File: config.mk
export PLATFORM = sky130hd
export DESIGN_NAME = a2bus_master
export DESIGN_NICKNAME = d
export VERILOG_FILES = /design/src/rtl/a2bus_pkg.sv /design/src/rtl/a2bus_slot_decode.sv /design/src/rtl/a2bus_master.sv
export SDC_FILE = /design/constraint.sdc
export NUM_CORES = 1
export LEC_CHECK = 0
export BUFFER_PORTS_ARGS = -buffer_cell sky130_fd_sc_hd__buf_2
export CAP_MARGIN = 5
export CORE_AREA = 5 5 74 76
export DETAILED_ROUTE_END_ITERATION = 8
export DIE_AREA = 0 0 79 81
export GPL_TIMING_DRIVEN = 0
export PLACE_DENSITY = 0.77
export SKIP_CTS_REPAIR_TIMING = 1
export SYNTH_ARGS = -nofsm -noshare
export SYNTH_HDL_FRONTEND = slang
export SYNTH_SLANG_ARGS = --single-unit
File: constraint.sdc
create_clock -name C7M -period 6.5 [get_ports C7M]
set_input_delay 0.325 -clock C7M [delete_from_list [all_inputs] [get_ports C7M]]
set_output_delay 0.325 -clock C7M [all_outputs]
set_load 0.01 [all_outputs]
File: src/rtl/a2bus_pkg.sv
// Shared constants and state encoding for the Apple II slot-bus initiator.
package a2bus_pkg;

    typedef enum logic [2:0] {S0, S1, S2, S3, S4, S5, S6, S7} a2_state_e;

    localparam a2_state_e   S_LAST_NORM = S6;
    localparam a2_state_e   S_LAST_LONG = S7;
    localparam int          LONG_PERIOD = 65;

    localparam logic [11:0] DEVSEL_BASE = 12'hC08;
    localparam logic [7:0]  IOSEL_BASE  = 8'hC0;
    localparam logic [4:0]  IOSTRB_HI   = 5'b11001;

endpackage

File: src/rtl/a2bus_slot_decode.sv
// Raw (unqualified, active-high) slot select decode of the upper address bits.
module a2bus_slot_decode
    import a2bus_pkg::*;
#(
    parameter int SLOT = 1
) (
    input  logic [15:4] i_a,
    output logic        o_devsel,
    output logic        o_iosel,
    output logic        o_iostrb
);

    assign o_devsel = (i_a[15:4]  == DEVSEL_BASE + 12'(SLOT));
    assign o_iosel  = (i_a[15:8]  == IOSEL_BASE + 8'(SLOT));
    assign o_iostrb = (i_a[15:11] == IOSTRB_HI);

endmodule

File: src/rtl/a2bus_master.sv
// Apple II slot-bus initiator: derives PHI1/PHI0/Q3 from C7M and runs one
// 6502-style bus cycle per accepted request, capturing read data at cycle end.
module a2bus_master
    import a2bus_pkg::*;
#(
    parameter int          SLOT       = 1,
    parameter int          RES_CYCLES = 4,
    parameter int          LONG_CYCLE = 1,
    parameter logic [15:0] IDLE_ADDR  = 16'hFFFF
) (
    input  logic        C7M,
    input  logic        RES,
    input  logic        req_valid,
    output logic        req_ready,
    input  logic [15:0] req_addr,
    input  logic        req_we,
    input  logic [7:0]  req_wdata,
    output logic        rsp_valid,
    output logic [7:0]  rsp_rdata,
    output logic        PHI0,
    output logic        PHI1,
    output logic        Q3,
    output logic [15:0] A,
    output logic        nWE,
    output logic [7:0]  D_out,
    output logic        D_oe,
    input  logic [7:0]  D_in,
    output logic        nDEVSEL,
    output logic        nIOSEL,
    output logic        nIOSTRB,
    output logic        nRES
);

    localparam int CYC_W  = 7;
    localparam int RCNT_W = (RES_CYCLES > 1) ? $clog2(RES_CYCLES) : 1;

    if (SLOT < 1 || SLOT > 7) begin : g_bad_slot
        $error("a2bus_master: SLOT must be in 1..7");
    end
    if (RES_CYCLES < 1) begin : g_bad_res
        $error("a2bus_master: RES_CYCLES must be at least 1");
    end

    a2_state_e          r_s, w_s_nxt;
    logic [CYC_W-1:0]   r_cyc;
    logic [RCNT_W-1:0]  r_rcnt;
    logic               r_nres, r_busy, r_ready, r_rsp_valid;
    logic               r_phi1, r_phi0, r_q3, r_nwe, r_doe;
    logic               r_ndev, r_nio, r_nstrb;
    logic [15:0]        r_a;
    logic [7:0]         r_dout, r_rdata;
    logic               w_long, w_last, w_pre_last, w_phi0_nxt, w_accept;
    logic               w_dev, w_io, w_strb;

    a2bus_slot_decode #(.SLOT(SLOT)) u_dec (
        .i_a      (r_a[15:4]),
        .o_devsel (w_dev),
        .o_iosel  (w_io),
        .o_iostrb (w_strb)
    );

    always_ff @(posedge C7M) begin
        if (RES) r_s <= S0;
        else     r_s <= w_s_nxt;
    end

    always_comb begin
        w_long     = 1'b0;
        w_last     = 1'b0;
        w_pre_last = 1'b0;
        w_s_nxt    = S0;
        w_long     = (LONG_CYCLE != 0) && (r_cyc == CYC_W'(LONG_PERIOD - 1));
        w_last     = (r_s == (w_long ? S_LAST_LONG : S_LAST_NORM));
        w_pre_last = (r_s == (w_long ? S6 : S5));
        if (!w_last) w_s_nxt = a2_state_e'(r_s + 3'd1);
        w_phi0_nxt = (w_s_nxt >= S3);
        // r_ready is only ever set in the last state, so this is last-state acceptance
        w_accept   = req_valid && r_ready;
    end

    always_ff @(posedge C7M) begin
        if (RES) begin
            r_cyc       <= '0;
            r_rcnt      <= '0;
            r_nres      <= 1'b0;
            r_busy      <= 1'b0;
            r_ready     <= 1'b0;
            r_rsp_valid <= 1'b0;
            r_rdata     <= '0;
            r_phi1      <= 1'b1;
            r_phi0      <= 1'b0;
            r_q3        <= 1'b1;
            r_a         <= IDLE_ADDR;
            r_nwe       <= 1'b1;
            r_dout      <= '0;
            r_doe       <= 1'b0;
            r_ndev      <= 1'b1;
            r_nio       <= 1'b1;
            r_nstrb     <= 1'b1;
        end else begin
            r_phi1      <= (w_s_nxt <= S2);
            r_phi0      <= w_phi0_nxt;
            r_q3        <= (w_s_nxt inside {S0, S1, S3, S4});
            r_ready     <= w_pre_last && r_nres;
            r_rsp_valid <= 1'b0;
            if (w_last) begin
                r_cyc <= (r_cyc == CYC_W'(LONG_PERIOD - 1)) ? '0 : r_cyc + CYC_W'(1);
                if (!r_nres) begin
                    if (r_rcnt == RCNT_W'(RES_CYCLES - 1)) r_nres <= 1'b1;
                    else                                   r_rcnt <= r_rcnt + RCNT_W'(1);
                end
                r_rsp_valid <= r_busy;
                if (r_busy && r_nwe) r_rdata <= D_in;
                r_busy <= w_accept;
                if (w_accept) begin
                    r_a   <= req_addr;
                    r_nwe <= ~req_we;
                    if (req_we) r_dout <= req_wdata;
                end else begin
                    r_a   <= IDLE_ADDR;
                    r_nwe <= 1'b1;
                end
            end
            // A is stable from S3 on, so decoding the current address is exact
            r_ndev  <= ~(w_phi0_nxt && w_dev);
            r_nio   <= ~(w_phi0_nxt && w_io);
            r_nstrb <= ~(w_phi0_nxt && w_strb);
            r_doe   <= (w_s_nxt >= S4) && !r_nwe;
        end
    end

    assign req_ready = r_ready & ~RES;
    assign rsp_valid = r_rsp_valid;
    assign rsp_rdata = r_rdata;
    assign PHI0      = r_phi0;
    assign PHI1      = r_phi1;
    assign Q3        = r_q3;
    assign A         = r_a;
    assign nWE       = r_nwe;
    assign D_out     = r_dout;
    assign D_oe      = r_doe;
    assign nDEVSEL   = r_ndev;
    assign nIOSEL    = r_nio;
    assign nIOSTRB   = r_nstrb;
    assign nRES      = r_nres;

endmodule

Word-level counts from Yosys, hierarchy flattened:

Index checks and enable logic that the tools add are counted.

* muxes and demuxes: 8
* reductions and logical operators: 14
* bitwise logic cells: 9
* add/sub/neg operators: 3
* equality and inequality tests: 10
* magnitude comparators: 3

Operators by type and width (count)
* 2-to-1 mux 16 bit: 1
* == test 12 bit (second input constant): 1
* == test 8 bit (second input constant): 1
* inverter 1 bit: 8
* adder 7 x 1 -> 7 bit (second input constant): 1
* == test 7 bit (second input constant): 1
* logical AND 1 bit: 7
* 2-to-1 mux 7 bit: 1
* == test 3 bit: 2
* AND reduction 3 bit: 2
* == test 5 bit (second input constant): 1
* 2-to-1 mux 1 bit: 4
* nonzero test 4 bit: 1
* adder 3 x 1 -> 3 bit (second input constant): 1
* == test 3 x 1 -> 1 bit (second input constant): 1
* == test 3 x 2 -> 1 bit (second input constant): 1
* == test 3 bit (second input constant): 1
* >= comparator 3 x 2 -> 1 bit (second input constant): 1
* >= comparator 3 bit (second input constant): 1
* <= comparator 3 x 2 -> 1 bit (second input constant): 1
* zero test 3 bit: 1
* 2-to-1 mux 3 bit: 1
* adder 2 x 1 -> 2 bit (second input constant): 1
* == test 2 bit (second input constant): 1
* other kinds (5): 5

* output and inout port bits: 43
* register bits after elaboration: 56
* logic and storage cells: 65

Depth between registers and ports, before layout:

* depth after elaboration: 7
* depth in mapped cells: 8
* depth with buffers taken out: 6

Cells and area by module:

A second synthesis with hierarchy kept.

* cells, all modules: 228
* area, all modules: 2313.5 um2

By module, submodules not included
* a2bus_master: area each 2259.7 um2, instances 1, cells an instance 222
* a2bus_slot_decode: area each 53.8 um2, instances 1, cells an instance 6

Worst setup path before layout:

No wires, ideal clock.

* path type: reg2reg
* from: reg r_cyc[2]
* to: reg r_rcnt[0]
* required time: 6377 ps
* buffers on the path: 2
* setup time: 123 ps
* path slack: 4206 ps
* cell stages (with the launch flop): 7
* arrival: 2171 ps
* cells stage by stage: dfxtp_1 > or4b_1 > buf_2 > or4_4 > buf_4 > a211oi_2 > mux2_1

* longest elaborated chain between the ends: 4

Ends and longest elaborated chain
* from (decl): RTL line a2bus_master.sv:45 `logic [CYC_W-1:0] r_cyc;`
* from (signal assigned): RTL line a2bus_master.sv:107 `r_cyc <= (r_cyc == CYC_W'(LONG_PERIOD - 1)) ? '0 : r_cyc + CYC_W'(1);`
* == test 7 bit: RTL line a2bus_master.sv:72 `w_long = (LONG_CYCLE != 0) && (r_cyc == CYC_W'(LONG_PERIOD - 1));`
* 2-to-1 mux 1 bit: RTL line a2bus_master.sv:73 `w_last = (r_s == (w_long ? S_LAST_LONG : S_LAST_NORM));`
* == test 3 bit: RTL line a2bus_master.sv:73
* AND reduction 3 bit (no source line)
* to (signal assigned): RTL line a2bus_master.sv:110 `else r_rcnt <= r_rcnt + RCNT_W'(1);`
* to (decl): RTL line a2bus_master.sv:46 `logic [RCNT_W-1:0] r_rcnt;`

Every way passes these cells.
A chain may end at the register's enable or synchronous reset.

Worst setup path after layout:

Same ends and word-level chain as after synthesis.

==> results.md <==
* Power Density at 209 nW/µm²
* P_sw at 136 µW
* TritonCTS buffer count at 5
* Slew @ Worst Pin at 0.627 ns
* Synth top area cells: dfxtp_1 50%, nand2_1 8.0%, mux2i_1 7.5%, o22a_1 6.2%, ha_1 2.8%
* DRT iter0 DRCs at 120
* Depth of the CTS H-tree at 2
* Fill count at 422
* Final instance area at 2810 µm²
* Total Routing Usage GR at 0.177
* Fin crit period at 2.43 ns
* Post-synthesis cell area at 2260 µm²
* Layout area overhead at 24.3%
* Design internal power at 450 µW
* CTS root buffer: clkbuf_8
* Achievable frequency at 411 MHz
* Final worst path period share at 0.374
* IO Count at 79
* Worst-path clk slew at 0.10 ns
* CTS tree: done
* Sequential Power Share at 0.597
* GP Congestion at 0.878
* Global-route wire length before repair at 9.04 mm
* Die Area at 6400 µm²
* Bufs on Longest Clock Path at 2
* Syn_area_per_cell at 9.60 µm²
* Sink Count at 56
* Arrival @ worst endpoint at 2.63 ns
* Cells after Synth at 235
* Post-DRT Antenna Nets at 0
* N_diodes at 0
* Critical Path RT at 6.70 ns
* Net Sw Frac at 0.232
* Post-synth EDFFs at 0
* Row count at 25
* MaxCap Viol Count at 0
* Die width at 79 µm
* CORE AREA at 4660 µm²
* Yosys cell types at 42
* Startpoint types: flop
* Placed cell count at 367
* Yosys top cell area share at 0.497
* Setup crit end kind: flop
* Final hold violations at 0
* Post-synth top area cell: dfxtp_1
* DIE HEIGHT at 81 µm
* Slew Limit Fails at 0
* Async set-reset flop share out of synthesis at 0
* Synth Net Count at 276
* IO Port Bufs at 78
* DR pass1 iterations at 4
* Clock share of power at 0.331
* Vias at 1965
* Main synth FF type: dfxtp_1
* Hold Slack at 0.234 ns
* M1 WL at 2.24 mm
* Setup Skew at 0.0109 ns
* RSZ-0062 raised after global routing: no
* Crit path kind: reg -> reg
* Wire length on met2 at 2.70 mm
* Maximum vdd ir drop at 112 µV
* Hold WC Path Type: in -> reg
* Setup TNS at 0 ns
* Starting Density at 0.484
* DP Area at 2720 µm²
* # nets final at 361
* # DRC at 0
* Sequential area share after synthesis at 0.497
* Combinational share of power at 0.072
* Leak Pwr at 1.14 nW
* Routed wl met3 at 346 µm
* Largest net degree at the start of global routing at 17
* Antenna violations before repair at 0
* Final WL at 5.37 mm
* Number of global-route vias before repair at 1923
* Post-DP HPWL at 3.99 mm
* YS warnings at 0
* #FFs+latches synth at 56
* DR vias/cell at 5.25
* Final Total Pwr at 586 µW
* Highest routed metal layer: met4
* Status: complete, no violations
* DR WL/cell at 14.4 µm
* Worst slew margin at 0.576
* CP max FO at 10
* Final setup viols at 0
* Share of layout cells above drive strength 1 at 0.300
* Worst skew pair latency at 0.31 ns
* Remaining Overflow, GRT at 0
* Final Non-Filler Cells at 374
state kept, by name (all words and copies together) (netlist names), 2 cells and up:
| signal | flops |
|---|---|
| rsp_rdata | 8 |
| r_s | 3 |
| D_out | 8 |
| A | 16 |
| r_cyc | 7 |
| r_rcnt | 2 |
critical path, stage by stage, from the launching register on:
cell and delay, ns:
dfxtp_1 0.38, or4b_1 0.52, buf_2 0.16, or4_4 0.42, buf_4 0.19, a211oi_2 0.30
mux2_1 0.36
synth_stat cells, drive strengths merged (2+ instances only):
cell type   n
xor2        2
dfxtp      56
a211oi      2
nand4       2
inv         7
xnor2       2
nor4        3
clkbuf      6
o21ai       5
nor2       11
nor3        3
ha          5
nor2b       4
buf         7
nand3       8
or3         2
nand2b      3
mux2i      17
a211o       3
nor4b       3
o22a       16
a21oi       6
nand2      48
cell families after synthesis:
family                     after synthesis  share of synthesized area
AOI/OAI and AO/OA                       41                      0.146
buffers and inverters                   20                     0.0449
xor gates and xnor gates                 4                     0.0155
DFF                                     56                      0.497
and+or+nand+nor                         91                      0.189
muxes                                   18                     0.0804
adders and majority gates                5                     0.0277
layout make-up:
class / count / area [µm²] / share of cell area
inverter: 7 / 26.3 / 0.00936
buffer: 13 / 75.1 / 0.0267
tap: 54 / 67.6 / 0.0241
clock inverter: 1 / 8.76 / 0.00312
clock buffer: 6 / 82.6 / 0.0294
multi-input combinational: 159 / 1030 / 0.369
sequential: 56 / 1120 / 0.399
timing repair buffer: 78 / 390 / 0.139
metal layers:
metal | GRT usage | up-vias
met3 | 0.0543 | 9
met2 | 0.306 | 49
met1 | 0.209 | 920
met5 | 0 | -
met4 | 0.0601 | 0
li1 | - | 987
final timing paths:
| path | cells after the start | slack [ns] | start | to |
|---|---|---|---|---|
| hold / removal | 2 | 0.23 | req_addr[8] | A[8] |
| hold reg to reg | 1 | 0.46 | A[11] | nIOSTRB |
| setup reg to reg | 6 | 4.07 | r_cyc[2] | r_rcnt[0] |
| setup / recovery | 6 | 4.07 | r_cyc[2] | r_rcnt[0] |
cells in the final DEF (no fill, tap or decap), types with 3 or more instances in the layout:
cell and count:
a211o_1 3, a21oi_1 5, buf_2 81, clkbuf_1 6, clkbuf_8 6, dfxtp_1 56, ha_1 5, inv_1 7
mux2i_1 17, nand2_1 48, nand2b_1 3, nand3_1 8, nor2_1 11, nor2b_1 4, nor3_1 3, nor4_1 3
nor4b_1 3, o21ai_0 4, o22a_1 16
power by group through the flow:
stage	Sequential, mW	Clock, mW	Combinational (mW)
global route	0.351	0.212	0.0478
floorplan	0.359	0	0.0218
global placement	0.358	0	0.0411
finish	0.350	0.194	0.0424
detailed placement	0.358	0	0.0424
CTS	0.350	0.199	0.0427
stage by stage:
| step | utilization | setup slack, ns |
|---|---|---|
| floorplan | - | 4.21 |
| global placement | 0.583 | 4.11 |
| detailed placement | 0.583 | 4.06 |
| CTS | 0.602 | 4.05 |
| global route | 0.602 | 3.95 |
| finish | 0.602 | 4.07 |
No activity file was read; power rests on OpenSTA's default activity.
